[src/rtl/DMNIPkg.sv]
// DMNIPkg: shared types for the DMNI BrLite send path.
// Provides br_payload_t (the message a requester hands to BrLite)
// and the encoding of the arbiter's debug state output.
package DMNIPkg;

    typedef struct packed {
        logic [3:0]  ksvc;        // kernel service code
        logic [15:0] seq_source;  // sequence number / source address
        logic [31:0] payload;     // message body
    } br_payload_t;

    localparam int BR_PAYLOAD_W = $bits(br_payload_t);

    // Encoding seen on br_send_arbiter.dbg_state_o
    localparam logic [1:0] DBG_IDLE    = 2'd0;
    localparam logic [1:0] DBG_SEND    = 2'd1;
    localparam logic [1:0] DBG_RELEASE = 2'd2;

endpackage

[src/rtl/rr_arbiter.sv]
// rr_arbiter: combinational round-robin pick.
// Scans req_i starting at ptr_i+1 and wrapping at N; returns the first
// set requester.
//   req_i   : request vector
//   ptr_i   : index of the last served requester
//   valid_o : at least one request present
//   idx_o   : winning requester index
module rr_arbiter #(
    parameter int N  = 2,
    parameter int IW = $clog2(N)
) (
    input  logic [N-1:0]  req_i,
    input  logic [IW-1:0] ptr_i,
    output logic          valid_o,
    output logic [IW-1:0] idx_o
);

    logic [IW-1:0] cand;

    // Walk from the farthest offset back to the nearest so the nearest
    // requester after ptr_i is the last (winning) assignment.
    always_comb begin
        valid_o = 1'b0;
        idx_o   = '0;
        cand    = '0;
        for (int i = N; i >= 1; i--) begin
            cand = IW'((int'(ptr_i) + i) % N);
            if (req_i[cand]) begin
                valid_o = 1'b1;
                idx_o   = cand;
            end
        end
    end

endmodule

[src/rtl/br_send_arbiter.sv]
// br_send_arbiter: shares the BrLite local send port among N_REQ requesters.
// A requester raises req_i[k] with data_i[k] and holds both until it sees
// ack_o[k] (accepted) or err_o[k] (dropped after TIMEOUT_CYC cycles).
//   clk_i, rst_ni      : clock, synchronous active-low reset
//   req_i, data_i      : per-requester request and payload
//   ack_o, err_o       : per-requester one-cycle completion pulses
//   br_local_busy_i    : BrLite busy, blocks new grants
//   br_req_o/br_data_o : BrLite send request and payload
//   br_ack_i           : BrLite acknowledge
//   grant_id_o         : current / last granted requester
//   dbg_state_o        : FSM state (DMNIPkg::DBG_*)
module br_send_arbiter
    import DMNIPkg::*;
#(
    parameter int N_REQ       = 2,
    parameter int TIMEOUT_CYC = 255
) (
    input  logic                     clk_i,
    input  logic                     rst_ni,
    input  logic [N_REQ-1:0]         req_i,
    input  br_payload_t              data_i [N_REQ],
    output logic [N_REQ-1:0]         ack_o,
    output logic [N_REQ-1:0]         err_o,
    input  logic                     br_local_busy_i,
    output logic                     br_req_o,
    input  logic                     br_ack_i,
    output br_payload_t              br_data_o,
    output logic [$clog2(N_REQ)-1:0] grant_id_o,
    output logic [1:0]               dbg_state_o
);

    localparam int IW = $clog2(N_REQ);
    localparam int CW = $clog2(TIMEOUT_CYC + 1);
    localparam logic [CW-1:0] TMO_LAST = CW'(TIMEOUT_CYC - 1);

    typedef enum logic [1:0] {
        IDLE    = 2'd0,
        SEND    = 2'd1,
        RELEASE = 2'd2
    } state_t;

    state_t           state_q, state_d;
    logic [IW-1:0]    ptr_q, ptr_d;
    logic [CW-1:0]    cnt_q, cnt_d;
    logic             br_req_q, br_req_d;
    br_payload_t      br_data_q, br_data_d;
    logic [IW-1:0]    grant_q, grant_d;
    logic [N_REQ-1:0] ack_q, ack_d;
    logic [N_REQ-1:0] err_q, err_d;

    logic             arb_valid;
    logic [IW-1:0]    arb_idx;

    rr_arbiter #(.N(N_REQ), .IW(IW)) u_rr (
        .req_i   (req_i),
        .ptr_i   (ptr_q),
        .valid_o (arb_valid),
        .idx_o   (arb_idx)
    );

    always_comb begin
        state_d   = state_q;
        ptr_d     = ptr_q;
        cnt_d     = cnt_q;
        br_req_d  = br_req_q;
        br_data_d = br_data_q;
        grant_d   = grant_q;
        ack_d     = '0;
        err_d     = '0;
        case (state_q)
            IDLE: begin
                if (arb_valid && !br_local_busy_i) begin
                    state_d   = SEND;
                    br_data_d = data_i[arb_idx];
                    grant_d   = arb_idx;
                    br_req_d  = 1'b1;
                    cnt_d     = '0;
                end
            end
            SEND: begin
                // Acknowledge is checked first so it beats a coincident timeout.
                if (br_ack_i) begin
                    br_req_d       = 1'b0;
                    ack_d[grant_q] = 1'b1;
                    ptr_d          = grant_q;
                    state_d        = RELEASE;
                end else if (cnt_q == TMO_LAST) begin
                    br_req_d       = 1'b0;
                    err_d[grant_q] = 1'b1;
                    ptr_d          = grant_q;
                    state_d        = RELEASE;
                end else begin
                    cnt_d = cnt_q + 1'b1;
                end
            end
            RELEASE: begin
                // Gives the served requester one cycle to drop its request.
                state_d = IDLE;
            end
            default: state_d = IDLE;
        endcase
    end

    always_ff @(posedge clk_i) begin
        if (!rst_ni) begin
            state_q   <= IDLE;
            ptr_q     <= IW'(N_REQ - 1);
            cnt_q     <= '0;
            br_req_q  <= 1'b0;
            br_data_q <= '0;
            grant_q   <= '0;
            ack_q     <= '0;
            err_q     <= '0;
        end else begin
            state_q   <= state_d;
            ptr_q     <= ptr_d;
            cnt_q     <= cnt_d;
            br_req_q  <= br_req_d;
            br_data_q <= br_data_d;
            grant_q   <= grant_d;
            ack_q     <= ack_d;
            err_q     <= err_d;
        end
    end

    assign br_req_o    = br_req_q;
    assign br_data_o   = br_data_q;
    assign grant_id_o  = grant_q;
    assign ack_o       = ack_q;
    assign err_o       = err_q;
    assign dbg_state_o = state_q;

endmodule

[config.mk]
export PLATFORM = sky130hd
export DESIGN_NAME = br_send_arbiter
export DESIGN_NICKNAME = d
export VERILOG_FILES = /design/src/rtl/DMNIPkg.sv /design/src/rtl/rr_arbiter.sv /design/src/rtl/br_send_arbiter.sv
export SDC_FILE = /design/constraint.sdc
export NUM_CORES = 1
export LEC_CHECK = 0
export CORE_MARGIN = 1
export CORE_UTILIZATION = 40
export CTS_BUF_LIST = sky130_fd_sc_hd__clkbuf_8
export CTS_CLUSTER_DIAMETER = 30
export DETAILED_ROUTE_END_ITERATION = 8
export GPL_TIMING_DRIVEN = 0
export PLACE_DENSITY_LB_ADDON = 0.05
export SLEW_MARGIN = 40
export SYNTH_ARGS = -nofsm -noshare
export SYNTH_HDL_FRONTEND = slang
export SYNTH_SLANG_ARGS = --single-unit
[constraint.sdc]
create_clock -name clk_i -period 1.92 [get_ports clk_i]
set_input_delay 0.384 -clock clk_i [delete_from_list [all_inputs] [get_ports clk_i]]
set_output_delay 0.384 -clock clk_i [all_outputs]
set_load 0.1 [all_outputs]
Yosys cells after proc, flatten, opt, wreduce, memory -nomap -nowiden
Index checks and enable logic that the tools add are counted.
{"block": "word_totals", "register_bits": 69, "input_bits": 110, "output_inout_bits": 60, "wordCells": 68}
{"block": "classes", "addsub": 3, "n_lt_le_gt_ge": 5, "n_eq_ne": 6, "n_mux": 27, "n_bitwise": 4, "n_reduce_logical": 13}
{"operator": "$mux W52", "count": 3}
{"operator": "$mux W8", "count": 3}
{"operator": "$pmux W8 S2", "count": 1}
{"operator": "$mux W1", "count": 14}
{"operator": "$add A8 B1 Y8 const B", "count": 1}
{"operator": "$eq A8 B8 Y1 const B", "count": 1}
{"operator": "$lt A1 B2 Y1 const B", "count": 3}
{"operator": "$mux W2", "count": 3}
{"operator": "$ne A2 B2 Y1 const B", "count": 3}
{"operator": "$reduce_and A2 Y1", "count": 3}
{"operator": "$reduce_and A3 Y1", "count": 2}
{"operator": "$pmux W2 S2", "count": 1}
{"operator": "$reduce_and A4 Y1", "count": 1}
{"operator": "$reduce_bool A2 Y1", "count": 2}
{"operator": "$reduce_or A4 Y1", "count": 1}
{"operator": "$ne A3 B3 Y1 const B", "count": 1}
{"operator": "$not A1 Y1", "count": 3}
{"operator": "$add A1 B1 Y1 const B", "count": 2}
{"operator": "$eq A2 B1 Y1 const B", "count": 1}
{"operator": "$ge A2 B2 Y1 const B", "count": 1}
{"operator": "$logic_and A1 B1 Y1", "count": 2}
{"operator": "$logic_not A2 Y1", "count": 1}
{"operator": "$not A1 Y2", "count": 1}
{"operator": "$pmux W1 S2", "count": 1}
{"operator": "3 further kinds", "count": 3}

Depth between registers and ports, before layout
Gate-level depths: netlist (run 1).
{"block": "depth", "depth_word": 9, "ltp_mapped": 6, "ltp_nobuf": 6}

By module
A second synthesis (run 1) with hierarchy kept.
{"block": "hier_totals", "hier_cells": 318, "hier_area_um2": 3161.8}
{"mod": "br_send_arbiter", "n_inst": 1, "cells_per_inst": 316, "area_each_um2": 3148.0, "seq_area_each_um2": 1381.3}
{"mod": "rr_arbiter", "n_inst": 1, "cells_per_inst": 2, "area_each_um2": 13.8, "seq_area_each_um2": 0.0}

Worst setup path after synthesis (run 1)
Ideal clock, no wire load.
{"block": "synth_timing", "path_kind": "register to register", "startpoint": "register state_q[0] (netlist: dbg_state_o[0])", "endpoint": "register cnt_q[6]", "setup_time_ns": 0.074, "t_arrival_ns": 2.166, "t_required_ns": 1.846, "slack_ns": -0.321, "stages_incl_launch_ff": 5, "path_buffers": 1, "synth_period_minus_slack_ns": 2.241, "cell_sequence": "dfxtp_1 > or3b_1 > buf_2 > or4_1 > a31oi_1"}
{"block": "synth_via", "elab_chain_len": 3, "elab_cells_between_ends": 8, "classes_between": "4 x eq/ne; 1 x mux; 3 x reduce/logical"}
{"item": "start, declared", "line": "br_send_arbiter.sv:42", "rtl": "state_t state_q, state_d;"}
{"item": "start signal, assigned", "line": "br_send_arbiter.sv:115", "rtl": "state_q <= state_d;"}
{"item": "$eq A2 B1 Y1 / $logic_not A2 Y1 (equally long branches)", "line": "br_send_arbiter.sv:70", "rtl": "case (state_q)"}
{"item": "$ne A2 B2 Y1 (no line) / $reduce_bool A2 Y1 (equally long branches)"}
{"item": "$reduce_and A4 Y1 (no line)"}
{"item": "end signal, assigned", "line": "br_send_arbiter.sv:117", "rtl": "cnt_q <= cnt_d;"}
{"item": "end, declared", "line": "br_send_arbiter.sv:44", "rtl": "logic [CW-1:0] cnt_q, cnt_d;"}
Several ways; a longest one is shown, not always the timed one.
A chain may end at the register's enable or synchronous reset.

Worst setup path in the final report (run 1)
{"block": "layout_timing", "startpoint": "input br_ack_i", "endpoint": "register cnt_q[6]"}
{"block": "layout_via", "elab_chain_len": 2}
{"item": "start, declared", "line": "br_send_arbiter.sv:26", "rtl": "input logic br_ack_i,"}
{"item": "$ne A2 B2 Y1 (no line)"}
{"item": "$reduce_and A4 Y1 (no line)"}
Every way passes these cells.

==> results.py, run 1 <==
metrics = {
    "finish": {
        "fin_cells": 600,
        "area_growth_pct": 56.21,
        "regArea_um2": 1384,
        "multi_input_area_um2": 1524,
        "nFillCells": 659,
        "layout-drive-gt1-share_pct": 18.16,
        "nets": 609,
        "antenna_cells": 0,
    },
    "worst_setup_path": {
        "crit_fanout": 6,
        "critPathLaunchType": "input pin",
        "required_ns": 2.18,
        "crit_path_end_kind": "register",
        "arrival_ns": 2.09,
        "crit_type": "in -> reg",
    },
    "global_route": {
        "overflow": 0,
        "antenna_found_initial": 0,
        "grt_pass1_vias": 2631,
        "grt_max_degree": 11,
        "grt_pass1_wl_um": 12810,
        "grt_usage_pct": 21.39,
    },
    "outcome": {
        "status": "completed",
    },
    "route": {
        "routed_wl_um": 8539,
        "wl_met1_um": 3794,
        "drc": 0,
        "dr_wl_met3_um": 645,
        "top_layer_used": "met4",
        "via_per_inst": 5.007,
        "firstDrtPassIters": 4,
        "vias": 3004,
        "dr.first_iter.drc_count": 87,
        "wire_per_inst_um": 14.23,
        "dr_wl_met2_um": 3971,
        "ant_nets": 0,
    },
    "floorplan": {
        "die_area_um2": 7886,
        "core_um2": 7253,
        "num_rows": 31,
        "initial_core_util_pct": 41.56,
        "io-pin-count": 170,
        "die_h_um": 88.81,
        "die_w_um": 88.81,
    },
    "timing": {
        "finalClockSkew_ns": 0.004384,
        "worstMarginPinSlew_ns": 0.5116,
        "slew_headroom_pct": 65.82,
        "rsz0062_at_grt": "no",
        "drv_slew": 0,
        "setup-violations-final": 0,
        "hold_viol_final": 0,
        "fmax_ghz": 0.5477,
        "layout_min_cycle_time_ns": 1.826,
        "hold_ws_ns": 0.4698,
        "fin_crit_sh_pct": 95.09,
    },
    "synth": {
        "synth-seq-cells": 69,
        "yosys.area.top_type": "dfxtp_1",
        "synth_commonest_cells": "69 x dfxtp_1, 63 x nor2_1, 55 x mux2i_1, 52 x a211oi_1, 13 x clkbuf_1",
        "synth_seq_area_share_pct": 45.83,
        "synth_nets": 430,
        "synthFlopType": "dfxtp_1",
        "syn_inst": 318,
        "synth_top_area_share_pct": 45.83,
        "syn_area_um2": 3014,
        "synth_edf_count": 0,
        "yosysMostFrequentCell": "dfxtp_1",
        "ys_warn_count": 0,
        "yosys.cell_types.count": 35,
        "ys_top_cells_by_area": "dfxtp_1 46%, mux2i_1 18%, a211oi_1 13%, nor2_1 7.8%, buf_2 2.0%",
        "syn_area_per_cell_um2": 9.478,
        "ys_async_sr_fraction_pct": 0,
    },
    "cts": {
        "cts_buffer_depth": 2,
        "cts_tree": "yes",
        "worstSkewPairLatency_ns": 0.33,
        "ctsHoldBuffers": 0,
        "clock_sinks": 69,
        "post_cts_buffers": 0,
        "htreeDepth": 3,
        "cts_buffers": 9,
        "clk_pin_slew_ns": 0.07,
        "cts_root_buf": "clkbuf_8",
    },
    "placed_design": {
        "dp.cells": 586,
        "hpwl_um": 6555,
        "gp_congestion": 0.8302,
        "io_buffers": 169,
    },
    "pwr": {
        "power_density_nw_per_um2": 866.5,
        "vdd_drop_max_mv": 0.5726,
        "leakage_nw": 1.929,
    },
    "run": {
        "maxCapViolCount": 0,
    },
    "min_path": {
        "hold_path_class": "reg -> reg",
    },
}
## logic make-up (layout without fill, tap and decap cells)
| family | count (synthesis) | count (layout) | synth area share [%] |
|---|---|---|---|
| AOI/OAI and AO/OA | 73 | 73 | 18.06 |
| adders and majority gates | 2 | 2 | 0.8301 |
| buffers and inverters | 29 | 212 | 4.110 |
| DFF | 69 | 69 | 45.83 |
| muxes | 55 | 55 | 18.26 |
| and+or+nand+nor | 90 | 90 | 12.91 |
## per-layer routing
| metal | global-route usage, % | vias to the layer above |
|---|---|---|
| li1 | - | 1518 |
| met1 | 27.53 | 1354 |
| met2 | 34.62 | 120 |
| met3 | 4.478 | 12 |
| met4 | 9.384 | 0 |
| met5 | 0 | - |
## power breakdown
part | leakage [nW] | internal [W] | switching [W]
sequential | 0.569 | 0.00154 | 0.0000535
combinational | 1.26 | 0.000425 | 0.00108
clock | 0.0957 | 0.000478 | 0.000496
## worst max-delay path, cell delays in order
cell and delay, ns:
clkdlybuf4s50_1 0.50, or3b_1 0.38, buf_2 0.17, or4_1 0.50
a31oi_1 0.16
## flip-flops by register name, indices dropped and copies added (netlist names)
register	count
grant_id_o	1
err_o	2
ptr_q	1
cnt_q	8
ack_o	2
br_req_o	1
br_data_o	52
dbg_state_o	2
## area by class of cell
class | count | share of cell area [%]
plain buffers | 25 | 2.445
clock buffers | 10 | 2.923
clock inverters | 5 | 0.4518
inverters | 3 | 0.2392
multi-input cells | 220 | 32.37
flip-flops and latches | 69 | 29.39
well taps | 99 | 2.631
repair buffers | 169 | 29.55
## final timing paths
check                 start            end  slack [ns]  cells after the start
min                br_req_o       br_req_o        0.47                      2
min reg2reg        br_req_o       br_req_o        0.47                      2
max                br_ack_i       cnt_q[6]        0.09                      5
max reg2reg  dbg_state_o[1]  br_data_o[32]        0.29                      4
## placed cells by master (no fill, tap or decap), drive strengths merged, types with 2 or more instances in the layout
cell             n
clkdlybuf4s50  109
a31oi            3
nand4            2
buf             72
a211oi          52
nor2            63
clkbuf          23
nand3            5
dfxtp           69
or4              2
inv              6
clkinv           2
nand3b           2
ha               2
mux2i           55
o41ai            2
nand2           10
o211ai           5
o21ai            2
## metrics by stage
step / utilization [%] / worst slack, ns / instance area (um^2) / power, W / setup TNS [ns]
2_1_floorplan: - / 0.01423 / 3017 / 0.002717 / 0
3_3_place_gp: 66.62 / -0.5007 / 4832 / 0.003226 / -27.31
3_5_place_dp: 62.48 / -0.4924 / 4532 / 0.003139 / -26.95
4_1_cts: 64.79 / 0.03283 / 4700 / 0.004114 / 0
5_1_grt: 64.91 / 0.001066 / 4708 / 0.004265 / 0
6_report: 64.91 / 0.09423 / 4708 / 0.004080 / 0
## repair_timing
| item | in CTS | in global routing |
|---|---|---|
| gates resized for setup | 1 | 7 |
| pin swaps | 0 | 0 |
| endpoints found under the setup margin | 50 | 58 |
Note: power is estimated with default switching activity, not from simulation.
==> run 2: changes to the inputs <==
--- a/config.mk
+++ b/config.mk
@@ -5,6 +5,7 @@
 export SDC_FILE = /design/constraint.sdc
 export NUM_CORES = 1
 export LEC_CHECK = 0
+export ABC_AREA = 0
 export CORE_MARGIN = 1
 export CORE_UTILIZATION = 40
 export CTS_BUF_LIST = sky130_fd_sc_hd__clkbuf_8
==> results of run 2 <==
Same layout as run 1: the final DEF is identical, and so are final timing and power.
